[config.mk]
export PLATFORM = sky130hd
export DESIGN_NAME = carrier_loop_ctrl
export DESIGN_NICKNAME = d
export VERILOG_FILES = /design/src/rtl/carrier_loop_ctrl.sv
export SDC_FILE = /design/constraint.sdc
export NUM_CORES = 1
export LEC_CHECK = 0
export CAP_MARGIN = 10
export CORE_MARGIN = 2
export CORE_UTILIZATION = 58
export DETAILED_ROUTE_END_ITERATION = 7
export GPL_ROUTABILITY_DRIVEN = 0
export HOLD_SLACK_MARGIN = 0.1
export PLACE_DENSITY_LB_ADDON = 0.08
export SETUP_SLACK_MARGIN = 0.02
export SYNTH_ARGS = -nofsm -noshare
export SYNTH_HDL_FRONTEND = slang
export SYNTH_SLANG_ARGS = --single-unit
[constraint.sdc]
create_clock -name clk -period 4.3 [get_ports clk]
set_input_delay 0.43 -clock clk [delete_from_list [all_inputs] [get_ports clk]]
set_output_delay 0.43 -clock clk [all_outputs]
set_load 0.02 [all_outputs]
[src/rtl/carrier_loop_ctrl.sv]
// Mode controller for the BPSK carrier-recovery loop filter: lock detection, gain
// scheduling (acquisition/tracking) and NCO start-frequency sweep on acquisition timeout.
module carrier_loop_ctrl #(
  parameter int INIT_FREQ     = 178849019,
  parameter int FREQ_MIN      = 178000000,
  parameter int FREQ_MAX      = 179700000,
  parameter int SWEEP_STEP    = 200000,
  parameter int KP_ACQ        = 2,
  parameter int KI_ACQ        = 8,
  parameter int KP_TRK        = 4,
  parameter int KI_TRK        = 12,
  parameter int LOCK_THRESH   = 1 << 20,
  parameter int UNLOCK_THRESH = 1 << 23,
  parameter int LOCK_COUNT    = 256,
  parameter int UNLOCK_COUNT  = 64,
  parameter int ACQ_TIMEOUT   = 8192,
  parameter int SETTLE        = 32
) (
  input  logic        clk,
  input  logic        rst,
  input  logic        enable,
  input  logic        valid,
  input  logic [31:0] phase_error,
  output logic [4:0]  kp_shift,
  output logic [4:0]  ki_shift,
  output logic        freq_load,
  output logic [31:0] freq_load_val,
  output logic        locked,
  output logic [1:0]  state
);

  typedef enum logic [1:0] {
    IDLE  = 2'd0,
    ACQ   = 2'd1,
    SWEEP = 2'd2,
    TRACK = 2'd3
  } state_t;

  localparam logic [15:0] LOCK_C   = 16'(LOCK_COUNT);
  localparam logic [15:0] UNLOCK_C = 16'(UNLOCK_COUNT);
  localparam logic [15:0] TIMEOUT_C = 16'(ACQ_TIMEOUT);
  localparam logic [15:0] SETTLE_LAST = 16'(SETTLE - 1);
  localparam logic [31:0] LOCK_T   = 32'(LOCK_THRESH);
  localparam logic [31:0] UNLOCK_T = 32'(UNLOCK_THRESH);
  localparam logic [32:0] FMAX_C   = 33'(FREQ_MAX);
  localparam logic [32:0] STEP_C   = 33'(SWEEP_STEP);

  state_t      state_reg, state_next;
  logic [15:0] settle_reg, settle_next;
  logic [15:0] good_reg, good_next;
  logic [15:0] timer_reg, timer_next;
  logic [15:0] bad_reg, bad_next;
  logic        load_reg, load_next;
  logic [31:0] val_reg, val_next;
  logic        locked_reg;
  logic [4:0]  kp_reg, ki_reg;
  logic [31:0] mag;
  logic [32:0] sum;

  // Magnitude with the most negative value saturated so it stays representable.
  always_comb begin
    mag = phase_error;
    if (phase_error[31]) begin
      mag = (phase_error == 32'h8000_0000) ? 32'h7fff_ffff : (~phase_error + 32'd1);
    end
  end

  assign sum = {1'b0, val_reg} + STEP_C;

  always_comb begin
    state_next  = state_reg;
    settle_next = settle_reg;
    good_next   = good_reg;
    timer_next  = timer_reg;
    bad_next    = bad_reg;
    load_next   = 1'b0;
    val_next    = val_reg;
    if (!enable) begin
      state_next  = IDLE;
      settle_next = '0;
      good_next   = '0;
      timer_next  = '0;
      bad_next    = '0;
    end else begin
      case (state_reg)
        IDLE: begin
          state_next  = SWEEP;
          load_next   = 1'b1;
          val_next    = 32'(INIT_FREQ);
          settle_next = '0;
        end
        SWEEP: if (valid) begin
          if (settle_reg == SETTLE_LAST) begin
            state_next = ACQ;
            good_next  = '0;
            timer_next = '0;
          end else begin
            settle_next = settle_reg + 16'd1;
          end
        end
        ACQ: if (valid) begin
          good_next  = (mag < LOCK_T) ? good_reg + 16'd1 : 16'd0;
          timer_next = timer_reg + 16'd1;
          // Lock takes precedence over a timeout on the same sample.
          if (good_next == LOCK_C) begin
            state_next = TRACK;
            bad_next   = '0;
          end else if (timer_next == TIMEOUT_C) begin
            state_next  = SWEEP;
            load_next   = 1'b1;
            val_next    = (sum > FMAX_C) ? 32'(FREQ_MIN) : sum[31:0];
            settle_next = '0;
          end
        end
        TRACK: if (valid) begin
          bad_next = (mag >= UNLOCK_T) ? bad_reg + 16'd1 : 16'd0;
          if (bad_next == UNLOCK_C) begin
            state_next = ACQ;
            good_next  = '0;
            timer_next = '0;
          end
        end
        default: state_next = IDLE;
      endcase
    end
  end

  always_ff @(posedge clk or posedge rst) begin
    if (rst) begin
      state_reg  <= IDLE;
      settle_reg <= '0;
      good_reg   <= '0;
      timer_reg  <= '0;
      bad_reg    <= '0;
      load_reg   <= 1'b0;
      val_reg    <= 32'(INIT_FREQ);
      locked_reg <= 1'b0;
      kp_reg     <= 5'(KP_ACQ);
      ki_reg     <= 5'(KI_ACQ);
    end else begin
      state_reg  <= state_next;
      settle_reg <= settle_next;
      good_reg   <= good_next;
      timer_reg  <= timer_next;
      bad_reg    <= bad_next;
      load_reg   <= load_next;
      val_reg    <= val_next;
      locked_reg <= (state_next == TRACK);
      kp_reg     <= (state_next == TRACK) ? 5'(KP_TRK) : 5'(KP_ACQ);
      ki_reg     <= (state_next == TRACK) ? 5'(KI_TRK) : 5'(KI_ACQ);
    end
  end

  assign state         = state_reg;
  assign kp_shift      = kp_reg;
  assign ki_shift      = ki_reg;
  assign freq_load     = load_reg;
  assign freq_load_val = val_reg;
  assign locked        = locked_reg;

endmodule
==> run summary <==
Met2 Routed Length -> 9.29 mm
Fmax -> 0.263 GHz
Via count -> 7,708
Slowest-stage cell, CP -> dfstp_2
Wirelength, routed -> 19.9 mm
Clock Pin Slew Worst Setup and Hold Paths -> 0.07 ns
Die width -> 119 microns
Synthesized flop and latch total -> 96
Clock Root Buffer -> clkbuf_16
Pins Over Slew Limit -> 0
Sequential power share -> 44.2%
Cell Area, Synth -> 0.00771 sq mm
Register area -> 0.00242 sq mm
Row count -> 42
Clk Latency, worst-skew pair -> 0.35 ns
Most common cell on crit path -> o21ai_0
Drt wl/cell -> 16.8 microns
Synth Instances -> 970
Crit Path Class -> reg -> reg
Share of layout cells above drive strength 1 -> 9.24%
Vias in the first global route -> 6,873
Met3 WL -> 1.05 mm
Post-Route Utilization -> 67.1%
Logic pwr share -> 11.5%
Largest net degree at the start of global routing -> 74
Sequential element share of the synthesized area -> 31.3%
Top sig layer -> met4
Total core area -> 0.0131 sq mm
Max stage delay on crit path -> 0.61 ns
Multi-input logic area -> 0.00485 sq mm
Max Cap Viol -> 0
Hpwl dp -> 13.6 mm
Lkg Pwr -> 3.26 nW
Worst Setup End Kind -> flop
IO buf count -> 73
Area growth syn-to-layout -> 13.8%
DIE AREA -> 0.0142 sq mm
Share of the cycle needed by the critical path after routing -> 88.3%
Worst slew pin tran -> 1.18 ns
DR vias/cell -> 6.52
CTS H-tree lvls -> 3
Initial antenna violation count -> 0
Cell area power density -> 235 mW/mm^2
HP Class -> reg -> reg
Cts hold-fix bufs -> 0
CTS buffer count -> 9
Total setup buffers inserted after CTS -> 0
Crit-path max FO -> 10
Ys flop type -> dfrtp_1
Gr ovfl total -> 0
Max reg flops -> 27
Slew margin rel. -> 21.1%
Fillcell total -> 1,122
# nets final -> 1,049
DRT Pass-1 Iters -> 5
Final min period -> 3.80 ns
Met1 wire length -> 9.15 mm
CP Launch Type -> flop
CTS tree -> done
Setup TNS -> 0 ns
Clk buf depth -> 2
Asr flop ratio synth -> 100%
Power share of the clock group -> 44.4%
Netlist cell types -> 91
Ant. Diodes -> 0
Total of warnings raised by yosys -> 0
Sinks on Clock Net -> 96
Worst-path cell chain -> ha_1 > o21ai_0 > a22o_1 > nor3_1 > xnor2_1 > o21ai_0 > a31o_2 > a21oi_2 > nand2_1 > o221a_2
Global-route usage over all layers -> 27.6%
Int Pwr -> 1.55 mW
Psw -> 0.512 mW
First-pass GRT wire length -> 32.9 mm
Initial drt markers -> 939
Status -> complete, no violations
Starting Density -> 58.9%
VDD IR max -> 0.000210 V
Fin. Hold Viols -> 0
# DRC -> 0
Crit path arrival time -> 4.04 ns
Skew final -> 0.00870 ns
WP data required -> 4.54 ns
IO Count -> 82
Die H -> 119 microns
CTS resizes -> 0
Antenna viol nets, final -> 0
Net Sw Frac -> 24.8%
Final setup fails -> 0
Post-synth EDFFs -> 0
RSZ-0062 raised after global routing -> no
Syn Area/Cell -> 7.95 sq um
## layout by cell type, fill, tap and decap left out, types with 9 or more instances in the layout
cell type	instances
nor2b_1	16
clkbuf_16	9
o31ai_1	34
and2_1	11
inv_1	26
nand2b_1	17
a31oi_1	15
and3_1	17
nand3_1	54
nor2_1	67
dfstp_2	11
nand4_1	36
ha_1	11
a211oi_1	18
a31o_2	10
nor3_1	31
clkdlybuf4s50_1	73
buf_4	16
nor4_1	21
dfrtp_1	85
or3_1	27
and4_1	12
xnor2_1	12
nand2_1	107
o21ai_0	78
a21oi_1	26
## layer usage
metal	global-route usage (%)	vias up
li1	-	3711
met1	38.6	3642
met2	44.8	314
met3	3.30	41
met4	8.90	0
met5	0	-
## worst max-delay path: cells and delay by family (launching register included)
family	cells	cell delay, ns
DFF	1	0.61
AOI/OAI and AO/OA	6	1.91
xor gates and xnor gates	1	0.22
adders and majority gates	1	0.33
and+or+nand+nor	2	0.63
## logic make-up (layout without fill, tap and decap cells)
| logic type | Yosys count | after routing | synth area share, % |
|---|---|---|---|
| simple gates | 458 | 458 | 32.3 |
| xor+xnor | 17 | 17 | 1.93 |
| compound gates | 279 | 279 | 25.6 |
| fa+ha+maj | 11 | 11 | 1.79 |
| other cells | 2 | 8 | 0.0974 |
| buf+inv | 101 | 132 | 6.05 |
| mux | 6 | 6 | 0.811 |
| flops | 96 | 96 | 31.3 |
## cell type report
type	instances	area share, %
clock buffer	14	3.12
tap	176	2.51
multi-input combinational	779	55.3
clock inverter	2	0.684
sequential	96	27.5
inverter	27	1.18
timing repair buffer	89	9.70
## power by group through the flow
stage | registers (mW) | logic (mW) | clock network (mW)
finish | 0.910 | 0.237 | 0.914
global route | 0.910 | 0.259 | 0.962
CTS | 0.910 | 0.235 | 0.919
detailed placement | 0.927 | 0.234 | 0
global placement | 0.927 | 0.232 | 0
floorplan | 0.929 | 0.145 | 0
## synthesized netlist by cell type (5+ instances only)
library cell  number  area, sq um
nor4_1            21          131
a31o_2            10         87.6
dfstp_2           11          289
and3_1            17          106
nand4b_1           5         43.8
nand3_1           54          270
dfrtp_1           85         2130
nor2b_1           16          100
nand2_1          107          402
a21boi_1           6         45.0
a22oi_1            5         37.5
and2_1            11         68.8
inv_1             27          101
a21o_1             6         45.0
o31ai_1           34          255
nand4_1           36          225
o211ai_1           8         60.1
a211oi_1          18          135
or3_1             27          169
and4_1            12          105
a31oi_1           15         93.8
or2_2              5         31.3
o21ai_0           78          390
a21oi_1           26          130
xnor2_1           12          105
xor2_1             5         43.8
ha_1              11          138
or4_1              8         60.1
nor3_1            31          155
clkbuf_1          36          135
nor2_1            67          251
buf_4             15          113
buf_2             18         90.1
nand2b_1          17          106
## final timing paths
path / cells past startpoint / slack [ns] / start / endpoint
min in group asynchronous: 2 / 0.63 / rst / freq_load_val[30]
worst min register to register: 2 / 0.51 / freq_load_val[23] / freq_load_val[23]
worst max register to register: 10 / 0.50 / freq_load_val[6] / freq_load_val[20]
max in group asynchronous: 3 / 2.75 / rst / kp_shift[1]
worst max-delay path: 10 / 0.50 / freq_load_val[6] / freq_load_val[20]
worst min-delay path: 2 / 0.51 / freq_load_val[23] / freq_load_val[23]
## stage by stage
step | setup slack (ns) | power, mW | std cells | area (sq um) | hold slack, ns
floorplan | 1.02 | 1.07 | 976 | 7730 | 0.447
global placement | 0.390 | 1.16 | 1167 | 8440 | 0.486
detailed placement | 0.388 | 1.16 | 1167 | 8440 | 0.502
CTS | 0.547 | 2.06 | 1183 | 8770 | 0.516
global route | 0.252 | 2.13 | 1183 | 8770 | 0.540
finish | 0.502 | 2.06 | 1183 | 8770 | 0.515
No activity file was read; power rests on OpenSTA's default activity.
